**src/rtl/ident_scanner_if.sv**
```systemverilog
// ---------------------------------------------------------------------------
// ident_scanner_if
// Character-stream / token-report bundle for ident_scanner.
//   char_valid_i  : character on char_i is sampled this cycle
//   char_i[7:0]   : ASCII character
//   flush_i       : end-of-stream, acts as a separator (char discarded)
//   out_o         : current partial token is a legal identifier
//   tok_done_o    : one-cycle pulse, a legal identifier just completed
//   tok_len_o     : length of last completed identifier (held)
//   tok_cnt_o     : saturating count of completed identifiers
// Modports: slave = the scanner, master = the character source / consumer.
// Signal suffixes are relative to the scanner.
// ---------------------------------------------------------------------------
interface ident_scanner_if #(
    parameter int LEN_W = 5,
    parameter int CNT_W = 16
);
    logic             char_valid_i;
    logic [7:0]       char_i;
    logic             flush_i;
    logic             out_o;
    logic             tok_done_o;
    logic [LEN_W-1:0] tok_len_o;
    logic [CNT_W-1:0] tok_cnt_o;

    modport slave (
        input  char_valid_i, char_i, flush_i,
        output out_o, tok_done_o, tok_len_o, tok_cnt_o
    );

    modport master (
        output char_valid_i, char_i, flush_i,
        input  out_o, tok_done_o, tok_len_o, tok_cnt_o
    );
endinterface

```
**src/rtl/ident_scanner.sv**
```systemverilog
// ---------------------------------------------------------------------------
// ident_scanner
// Streaming identifier recogniser: one ASCII char per accepted cycle, tracks
// whether the current token is a letter followed by letters/digits, limited
// to MAX_LEN characters. Reports completion with a pulse, length and a
// saturating count. All outputs are registered (1-cycle latency).
//
// Ports:
//   clk    : rising-edge clock
//   reset  : synchronous active-high reset, highest priority
//   bus    : ident_scanner_if.slave (char_valid_i, char_i, flush_i in;
//            out_o, tok_done_o, tok_len_o, tok_cnt_o out)
//
// Optional feature macro: IDENT_UNDERSCORE_EN
//   defined   -> '_' (0x5F) counts as a letter
//   undefined -> '_' is illegal
// ---------------------------------------------------------------------------
module ident_scanner #(
    parameter int MAX_LEN = 31,
    parameter int LEN_W   = 5,
    parameter int CNT_W   = 16
) (
    input  logic           clk,
    input  logic           reset,
    ident_scanner_if.slave bus
);

    localparam logic [LEN_W-1:0] MAX_LEN_L = LEN_W'(MAX_LEN);

    typedef enum logic [1:0] {
        ST_IDLE,
        ST_ALPHA,
        ST_MIXED,
        ST_BAD
    } state_t;

    typedef enum logic [1:0] {
        CLS_LETTER,
        CLS_DIGIT,
        CLS_SEP,
        CLS_ILLEGAL
    } cls_t;

    state_t           state_q, state_d;
    logic [LEN_W-1:0] len_q, len_d;
    logic             complete;
    cls_t             cls;

    logic             out_q;
    logic             tok_done_q;
    logic [LEN_W-1:0] tok_len_q;
    logic [CNT_W-1:0] tok_cnt_q;

    // Character classification
    always_comb begin
        cls = CLS_ILLEGAL;
        if ((bus.char_i >= 8'h41 && bus.char_i <= 8'h5A) ||
            (bus.char_i >= 8'h61 && bus.char_i <= 8'h7A))
            cls = CLS_LETTER;
`ifdef IDENT_UNDERSCORE_EN
        else if (bus.char_i == 8'h5F)
            cls = CLS_LETTER;
`endif
        else if (bus.char_i >= 8'h30 && bus.char_i <= 8'h39)
            cls = CLS_DIGIT;
        else if (bus.char_i == 8'h20 || bus.char_i == 8'h09 ||
                 bus.char_i == 8'h0A || bus.char_i == 8'h0D ||
                 bus.char_i == 8'h00)
            cls = CLS_SEP;
    end

    // Next state / length / completion decision
    always_comb begin
        state_d  = state_q;
        len_d    = len_q;
        complete = 1'b0;
        if (bus.flush_i) begin
            // flush is a separator regardless of char_valid; char is dropped
            complete = (state_q == ST_ALPHA) || (state_q == ST_MIXED);
            state_d  = ST_IDLE;
            len_d    = '0;
        end else if (bus.char_valid_i) begin
            case (state_q)
                ST_IDLE: begin
                    if (cls == CLS_LETTER) begin
                        state_d = ST_ALPHA;
                        len_d   = LEN_W'(1);
                    end else if (cls != CLS_SEP) begin
                        state_d = ST_BAD;
                        len_d   = '0;
                    end
                end
                ST_ALPHA, ST_MIXED: begin
                    if (cls == CLS_LETTER || cls == CLS_DIGIT) begin
                        // One char past the limit poisons the token; len never wraps
                        if (len_q == MAX_LEN_L) begin
                            state_d = ST_BAD;
                            len_d   = '0;
                        end else begin
                            state_d = (cls == CLS_DIGIT || state_q == ST_MIXED)
                                      ? ST_MIXED : ST_ALPHA;
                            len_d   = len_q + LEN_W'(1);
                        end
                    end else if (cls == CLS_SEP) begin
                        complete = 1'b1;
                        state_d  = ST_IDLE;
                        len_d    = '0;
                    end else begin
                        state_d = ST_BAD;
                        len_d   = '0;
                    end
                end
                default: begin // ST_BAD
                    if (cls == CLS_SEP)
                        state_d = ST_IDLE;
                end
            endcase
        end
    end

    always_ff @(posedge clk) begin
        if (reset) begin
            state_q    <= ST_IDLE;
            len_q      <= '0;
            out_q      <= 1'b0;
            tok_done_q <= 1'b0;
            tok_len_q  <= '0;
            tok_cnt_q  <= '0;
        end else begin
            state_q    <= state_d;
            len_q      <= len_d;
            // out reflects the state being entered so it lines up with state_q
            out_q      <= (state_d == ST_ALPHA) || (state_d == ST_MIXED);
            tok_done_q <= complete;
            if (complete) begin
                tok_len_q <= len_q;
                if (tok_cnt_q != {CNT_W{1'b1}})
                    tok_cnt_q <= tok_cnt_q + CNT_W'(1);
            end
        end
    end

    assign bus.out_o      = out_q;
    assign bus.tok_done_o = tok_done_q;
    assign bus.tok_len_o  = tok_len_q;
    assign bus.tok_cnt_o  = tok_cnt_q;

endmodule

```
**src/flat_wrapper.sv**
```systemverilog
// flat-port wrapper written by rule: the top's interface ports become plain ports
module ident_scanner_flat 
#(
    parameter int MAX_LEN = 31,
    parameter int LEN_W   = 5,
    parameter int CNT_W   = 16
)
  (clk, reset, bus_char_valid_i, bus_char_i, bus_flush_i, bus_out_o, bus_tok_done_o, bus_tok_len_o, bus_tok_cnt_o);
  ident_scanner_if #(.LEN_W(LEN_W), .CNT_W(CNT_W)) bus_i ();
  input  logic clk;
  input  logic reset;
  input wire logic [$bits(bus_i.char_valid_i)-1:0] bus_char_valid_i;
  input wire logic [$bits(bus_i.char_i)-1:0] bus_char_i;
  input wire logic [$bits(bus_i.flush_i)-1:0] bus_flush_i;
  output wire logic [$bits(bus_i.out_o)-1:0] bus_out_o;
  output wire logic [$bits(bus_i.tok_done_o)-1:0] bus_tok_done_o;
  output wire logic [$bits(bus_i.tok_len_o)-1:0] bus_tok_len_o;
  output wire logic [$bits(bus_i.tok_cnt_o)-1:0] bus_tok_cnt_o;
  assign bus_i.char_valid_i = bus_char_valid_i;
  assign bus_i.char_i = bus_char_i;
  assign bus_i.flush_i = bus_flush_i;
  assign bus_out_o = bus_i.out_o;
  assign bus_tok_done_o = bus_i.tok_done_o;
  assign bus_tok_len_o = bus_i.tok_len_o;
  assign bus_tok_cnt_o = bus_i.tok_cnt_o;
  ident_scanner #(.MAX_LEN(MAX_LEN), .LEN_W(LEN_W), .CNT_W(CNT_W)) u_core (.clk(clk), .reset(reset), .bus(bus_i));
endmodule
```
**config.mk**
```make
export PLATFORM = sky130hd
export DESIGN_NAME = ident_scanner_flat
export DESIGN_NICKNAME = d
export VERILOG_FILES = /design/src/rtl/ident_scanner_if.sv /design/src/rtl/ident_scanner.sv /design/src/flat_wrapper.sv
export SDC_FILE = /design/constraint.sdc
export NUM_CORES = 1
export LEC_CHECK = 0
export CORE_MARGIN = 4
export CORE_UTILIZATION = 35
export CTS_CLUSTER_DIAMETER = 30
export DETAILED_ROUTE_END_ITERATION = 10
export PLACE_DENSITY = 0.66
export SLEW_MARGIN = 10
export SYNTH_ARGS = -nofsm -noshare
export SYNTH_HDL_FRONTEND = slang
export SYNTH_SLANG_ARGS = --single-unit
```
**constraint.sdc**
```tcl
create_clock -name clk -period 3.61 [get_ports clk]
set_clock_uncertainty 0.2 [all_clocks]
set_input_delay 0.5415 -clock clk [delete_from_list [all_inputs] [get_ports clk]]
set_output_delay 0.5415 -clock clk [all_outputs]
set_load 0.005 [all_outputs]
```
==> metrics.txt, run 1 <==
post-synthesis sequential area ratio 0.357; gr usage total 0.132; Die Span X 77.3 um; Final Core Density 0.483; Core Area 0.00450 mm^2; CP Max Fanout 10; FF+latch count, synth 30; area grow syn2layout 29.3%; design area 0.00217 mm^2; Synth async-reset ratio 0; FF/Latch Area 601 um^2; Cells after Synth 208; detailed placer's ending HPWL 2920 um; Reg clk slew, reported paths 0.06 ns; Synth top area share 0.357; count of different cell masters after synthesis 43; Sequential Power Share 0.483; post_cts resized 0; clock root buffer clkbuf_8; clock sink total 30; Hold Path Stages 2; Worst Path Required 3.57 ns; syn_area_per_cell 8.08 um^2; Initial Util 0.373; drt first pass iters 4; R2R Setup Slk 1.12 ns; vias in the first global route 1491; Die Area 0.00598 mm^2; maximum number of pins on one net before global-route repair 21; Cell Area, Synth 0.00168 mm^2; sw power 0.173 mW; antenna cells 0; Worst-Skew Late Latency 0.28 ns; Final min period 2.90 ns; nets 265; area leader, netlist dfxtp_1; CTS tree yes; gpl congestion 0.826; first-pass GRT wire length 6670 um; port bufs 34; hold_buf cts 0; Syn Nets 226; Worst R2R Path Depth 8; Iteration-0 DRC Markers 85; Setup Viol. Count Final 0; antenna violations before repair 0; P_int 0.535 mW; Main synth FF type dfxtp_1; gr ovfl total 0; Antenna Nets Post-Route 0; CP endpoint kind flip-flop; Boundary Pins 35; PD cells 326 mW/mm^2; final WL 3760 um; placed cell area 0.00208 mm^2; # DRC 0; combinational share of power 0.138; max-slew violations 0; final worst-path cycle share 0.804; yosys warns 0; Post-CTS Setup Bufs 0; RSZ-0062 raised after global routing no; switch share 0.245; TritonCTS Buffers 5; H-Tree Level Count 2; most frequent cells after synthesis dfxtp_1 (30), nand2_1 (23), nor2_1 (21); vias 1620; Die Y 77.3 um; Post-synth EDFFs 0; CP Class in -> reg; Critical Path Start Type input port; status finished, final reports clean; Clock Power Share 0.380; WP data arrival 2.87 ns; Max VDD drop 0.266 mV; total negative slack 0 ns; share of layout cells above drive strength 1 0.0766; multi-input logic area 0.00103 mm^2; min-delay worst type reg -> reg; Avg WL per Cell 12.5 um; row cnt 24; via/cell ratio 5.40; Leakage 0.749 nW; Max Cap Viol 0; filler cell count 443; Final Hold Viols 0; clk buf depth 2; most common cell in the netlist dfxtp_1; Worst-Margin Slew 0.647 ns; Area contributors post-synth dfxtp_1 (36%), nand2_1 (5.1%), a21oi_1 (5.1%), nor2_1 (4.7%), ha_1 (4.5%); relative slew slack 0.567; f_max 344 MHz
==> logic make-up (layout without fill, tap and decap cells) <==
family / Yosys count / in the layout / share of synthesized area
AND/OR/NAND/NOR: 104 / 104 / 0.333
AO/OA/AOI/OAI: 45 / 45 / 0.175
flip-flops: 30 / 30 / 0.357
buffers and inverters: 13 / 53 / 0.0312
adder cells (fa/ha/maj): 6 / 6 / 0.0446
XOR/XNOR: 5 / 5 / 0.0260
multiplexers: 5 / 5 / 0.0327
==> layer usage <==
| layer | part of all wire | vias to the layer above | track usage | wire (um) |
|---|---|---|---|---|
| met5 | 0 | - | 0 | 0 |
| met4 | 0.0085 | 0 | 0.0480 | 32 |
| met3 | 0.038 | 4 | 0.0351 | 142 |
| met2 | 0.47 | 26 | 0.207 | 1750 |
| met1 | 0.49 | 745 | 0.174 | 1830 |
| li1 | - | 845 | - | - |
==> path summary, 6_finish.rpt <==
| path | from | end |
|---|---|---|
| worst min-delay path | u_core.bus.tok_len_o[3] | u_core.bus.tok_len_o[3] |
| worst max register to register | u_core.len_q[0] | u_core.bus.out_o |
| worst max-delay path | bus_char_i[1] | u_core.bus.tok_cnt_o[6] |
| worst min register to register | u_core.bus.tok_len_o[3] | u_core.bus.tok_len_o[3] |
==> worst max-delay path, cell delays in order <==
cell             delay (ns)
clkdlybuf4s50_1        0.52
nor4_2                 0.40
a311o_2                0.23
a31o_4                 0.21
nand2_4                0.10
or4b_1                 0.55
mux2_1                 0.32
==> sequential cells by signal, indices dropped and copies added (netlist names) <==
name                   flops
u_core.bus.out_o           1
u_core.bus.tok_cnt_o      16
u_core.bus.tok_done_o      1
u_core.bus.tok_len_o       5
u_core.len_q               5
u_core.state_q             2
==> cells in the final DEF, fill, tap and decap left out, drive strengths merged, types with 7 or more instances in the layout <==
cell,count
nand2,24
clkbuf,7
dfxtp,30
nor2,21
inv,9
clkdlybuf4s50,34
nand3,12
a21oi,17
o21ai,8
nand4,7
==> layout make-up <==
class | count | area share
multi-input cells | 165 | 0.473
flip-flops and latches | 30 | 0.276
repair buffers | 36 | 0.163
clock buffers | 7 | 0.0397
well taps | 52 | 0.0299
inverters | 9 | 0.0155
clock inverters | 1 | 0.00230
==> power groups by stage <==
stage	combinational, mW	sequential, mW	clock [mW]
6_report	0.0974	0.342	0.269
3_5_place_dp	0.0968	0.349	0
3_3_place_gp	0.0959	0.349	0
5_1_grt	0.109	0.342	0.295
4_1_cts	0.0973	0.342	0.280
2_1_floorplan	0.0604	0.349	0
==> through the flow <==
stage	cells	total power, mW	hold WS [ns]	setup slack, ns
finish	300	0.708	0.256	0.706
global placement	292	0.445	0.255	0.497
detailed placement	292	0.446	0.249	0.434
CTS	300	0.719	0.257	0.732
floorplan	208	0.409	0.248	1.12
global route	300	0.746	0.281	0.619
No activity file was read; power rests on OpenSTA's default activity.
==> run 2: changes to the inputs <==
- PLACE_DENSITY: 0.66 -> 0.68
- clock period: 3.61 -> 2.6 ns (I/O delays scaled with it)
==> metrics.txt, run 2 (synthesized netlist as in run 1, its figures left out) <==
WP data arrival 2.55 ns; Critical Path Start Type input port; Worst-Skew Late Latency 0.28 ns; drt first pass iters 4; vias 1718; vias in the first global route 1595; filler cell count 438; clock root buffer clkbuf_8; Core Area 0.00450 mm^2; port bufs 34; Leakage 0.921 nW; Initial Util 0.373; final worst-path cycle share 0.978; Die Span X 77.3 um; CP Max Fanout 3; detailed placer's ending HPWL 3170 um; Crit path buffers/inverters 2; final WL 4140 um; Die Y 77.3 um; maximum number of pins on one net before global-route repair 14; Die Area 0.00598 mm^2; relative slew slack 0.714; first-pass GRT wire length 7060 um; RSZ-0062 raised after global routing no; hold_buf cts 0; Worst path top cell family by delay compound AO/OA/AOI/OAI gates; Boundary Pins 35; row cnt 24; status finished, final reports clean; Worst Path Required 2.61 ns; placed instance count 319; CP cell instances clkdlybuf4s50_1, nor2b_1, a311o_2, buf_4, a311o_1, or4_1, a31oi_1; H-Tree Level Count 2; slowest CP cell clkdlybuf4s50_1; # DRC 0; Reg clk slew, reported paths 0.06 ns; antenna cells 0; gr usage total 0.144; Worst-Margin Slew 0.428 ns; Final min period 2.54 ns; TritonCTS Buffers 5; area grow syn2layout 42.4%; Avg WL per Cell 12.7 um; PD cells 423 mW/mm^2; Max Cap Viol 0; most frequent cells in the layout clkdlybuf4s50_1 (30), buf_4 (30), dfxtp_1 (30), nand2_1 (23), nor2_1 (21); via/cell ratio 5.27; number of flip-flops in the largest register 16; max-slew violations 0; Iteration-0 DRC Markers 67; f_max 393 MHz; Crit path largest cell delay 0.52 ns; Post-Layout Cell Count 326; R2R Setup Slk 0.12 ns; CP Class in -> reg; share of layout cells above drive strength 1 0.168; nets 293; clk buf depth 2; CP endpoint kind flip-flop; clock sink total 30; gr ovfl total 0; min-delay worst type reg -> reg; pre-CTS WS -0.312 ns; gpl congestion 0.868; Setup Viol. Count Final 0; fin worst setup slack 0.0567 ns; Final Hold Slack 0.255 ns; CTS tree yes; antenna violations before repair 0; Final Hold Viols 0; Antenna Nets Post-Route 0; Max VDD drop 0.303 mV
## run 2: area by class of cell
type | instances | area [um^2] | area share
Multi-Input combinational cell | 165 | 1040 | 0.433
Sequential cell | 30 | 601 | 0.251
Timing Repair Buffer | 64 | 576 | 0.240
Clock buffer | 6 | 82.6 | 0.0345
Tap cell | 52 | 65.1 | 0.0272
Inverter | 9 | 33.8 | 0.0141
## run 2: path summary, 6_finish.rpt
path                                                end                    start  depth (start not counted)
worst min register to register  u_core.bus.tok_len_o[3]  u_core.bus.tok_len_o[3]                          2
worst max-delay path                    u_core.len_q[3]            bus_char_i[5]                          7
worst max register to register         u_core.bus.out_o          u_core.len_q[0]                          8
worst min-delay path            u_core.bus.tok_len_o[3]  u_core.bus.tok_len_o[3]                          2
## run 2: metrics by stage
stage	utilization	power (mW)	area, um^2	setup TNS (ns)
after floorplan	-	0.568	1680	0
after global placement	0.508	0.655	2290	-1.66
after detailed placement	0.508	0.657	2290	-2.50
after CTS	0.528	1.02	2380	0
after global routing	0.532	1.07	2390	0
final	0.532	1.01	2390	0
## run 2: worst min-delay path: cells and delay by family, from the launching register on
family | cells | cell delay (ns)
flops | 1 | 0.31
simple gates | 1 | 0.05
compound gates | 1 | 0.05
## run 2: repair_timing
item,in CTS,in global routing
buffers inserted,0,1
pin swaps,0,2
resized for setup,1,4
setup endpoints to repair,1,5
cloned,0,0
## run 2: metal layers
| layer | global-route usage | wire (um) |
|---|---|---|
| met1 | 0.184 | 1950 |
| met2 | 0.228 | 1960 |
| met3 | 0.0351 | 152 |
| met4 | 0.0658 | 71 |
| met5 | 0 | 0 |
## run 2: power breakdown
group / switching (mW) / internal, mW
sequential: 0.00609 / 0.469
clock: 0.158 / 0.203
combinational: 0.0845 / 0.0919
==> run 3: changes to the inputs <==
- PLACE_DENSITY: 0.68 -> 0.66
- SKIP_CTS_REPAIR_TIMING: unset -> 1
- clock period: 2.6 -> 3.1 ns (I/O delays scaled with it)
==> metrics.txt, run 3 (synthesized netlist as in run 1, its figures left out) <==
status finished, final reports clean; TritonCTS Buffers 5; final WL 3910 um; Core Area 0.00450 mm^2; Final Core Density 0.488; top layer used by detailed routing met4; CP Class in -> reg; clk buf depth 2; min-delay worst type reg -> reg; gr ovfl total 0; Worst-Skew Late Latency 0.28 ns; share of layout cells above drive strength 1 0.0876; WP data arrival 2.74 ns; relative slew slack 0.528; total negative slack 0 ns; Final Hold Viols 0; max-slew violations 0; slowest CP cell clkdlybuf4s50_1; antenna violations before repair 0; maximum number of pins on one net before global-route repair 22; Setup Viol. Count Final 0; drt first pass iters 4; first-pass GRT wire length 6750 um; Die Y 77.3 um; M1 WL 1900 um; Reg clk slew, reported paths 0.06 ns; Leakage 0.763 nW; Pwr Total 0.837 mW; clock sink total 30; placed instance count 295; vias 1628; Final Hold Slack 0.257 ns; Initial Util 0.373; Antenna Nets Post-Route 0; Die Span X 77.3 um; Max VDD drop 0.261 mV; detailed placer's ending HPWL 2960 um; met3 WL post-DR 163 um; Max Cap Viol 0; Iteration-0 DRC Markers 93; clock root buffer clkbuf_8; CTS tree yes; nets 268; # DRC 0; final worst-path cycle share 0.894; gpl congestion 0.813; RSZ-0062 raised after global routing no; CP cell instances clkdlybuf4s50_1, nor4bb_2, a311o_2, a31o_4, nand2_4, or4_1, mux2_1; port bufs 34; PD cells 381 mW/mm^2; gr usage total 0.138; f_max 361 MHz; via/cell ratio 5.37; Worst-Margin Slew 0.706 ns; commonest non-fill, non-tap cell in the layout clkdlybuf4s50_1; Post-Layout Cell Count 303; CP Max Fanout 6; Die Area 0.00598 mm^2; Avg WL per Cell 12.9 um; H-Tree Level Count 2; vias in the first global route 1531; met2 WL 1770 um; row cnt 24; Boundary Pins 35; Final min period 2.77 ns; number of flip-flops in the largest register 16; most frequent cells in the layout clkdlybuf4s50_1 (34), dfxtp_1 (30), nand2_1 (23), nor2_1 (21), a21oi_1 (17); Critical Path Start Type input port; CP endpoint kind flip-flop; Worst Path Required 3.06 ns; antenna cells 0; Crit path largest cell delay 0.55 ns; area grow syn2layout 30.7%
==> run 3: cell types whose count changed in the layout (fill, tap and decap cells not counted) <==
cell / change
nor4_2: +1
clkdlybuf4s50_1: +4
clkbuf_1: +1
dlymetal6s2s_1: -4
nor4_4: -1
clkinv_2: +1
buf_4: -25
==> run 3: worst max-delay path: cells and delay by family <==
kind | cells | cell delay [ns]
AND/OR/NAND/NOR | 3 | 0.95
buffers and inverters | 1 | 0.55
AO/OA/AOI/OAI | 2 | 0.46
multiplexers | 1 | 0.32
==> run 3: layer usage <==
metal	global-route usage	vias to the layer above
met2	0.220	33
li1	-	844
met4	0.0623	0
met1	0.173	743
met5	0	-
met3	0.0386	8
==> run 3: final timing paths <==
kind	from	end	slack, ns	cells past startpoint
worst max register to register	u_core.len_q[0]	u_core.bus.out_o	0.66	8
worst max-delay path	bus_char_i[3]	u_core.bus.tok_cnt_o[8]	0.33	7
worst min-delay path	u_core.bus.tok_len_o[3]	u_core.bus.tok_len_o[3]	0.26	2
worst min register to register	u_core.bus.tok_len_o[3]	u_core.bus.tok_len_o[3]	0.26	2
==> run 3: metrics by stage <==
| step | setup WS, ns | cell area [um^2] |
|---|---|---|
| 2_1_floorplan | 0.691 | 1680 |
| 3_3_place_gp | 0.101 | 2110 |
| 3_5_place_dp | 0.0501 | 2110 |
| 4_1_cts | 0.350 | 2200 |
| 5_1_grt | 0.249 | 2200 |
| 6_report | 0.328 | 2200 |
==> run 3: final cells by class <==
cell class	instances	area (um^2)
inverter	9	33.8
fill	453	2310
multi-input combinational	165	1030
sequential	30	601
clock inverter	1	5.00
clock buffer	7	86.3
tap	52	65.1
timing repair buffer	39	378
==> run 3: report_power, final <==
part	switching (mW)	leakage [nW]	total, mW	internal (mW)
logic	0.0642	0.473	0.119	0.0545
registers	0.00511	0.242	0.398	0.393
clock network	0.142	0.0482	0.321	0.179
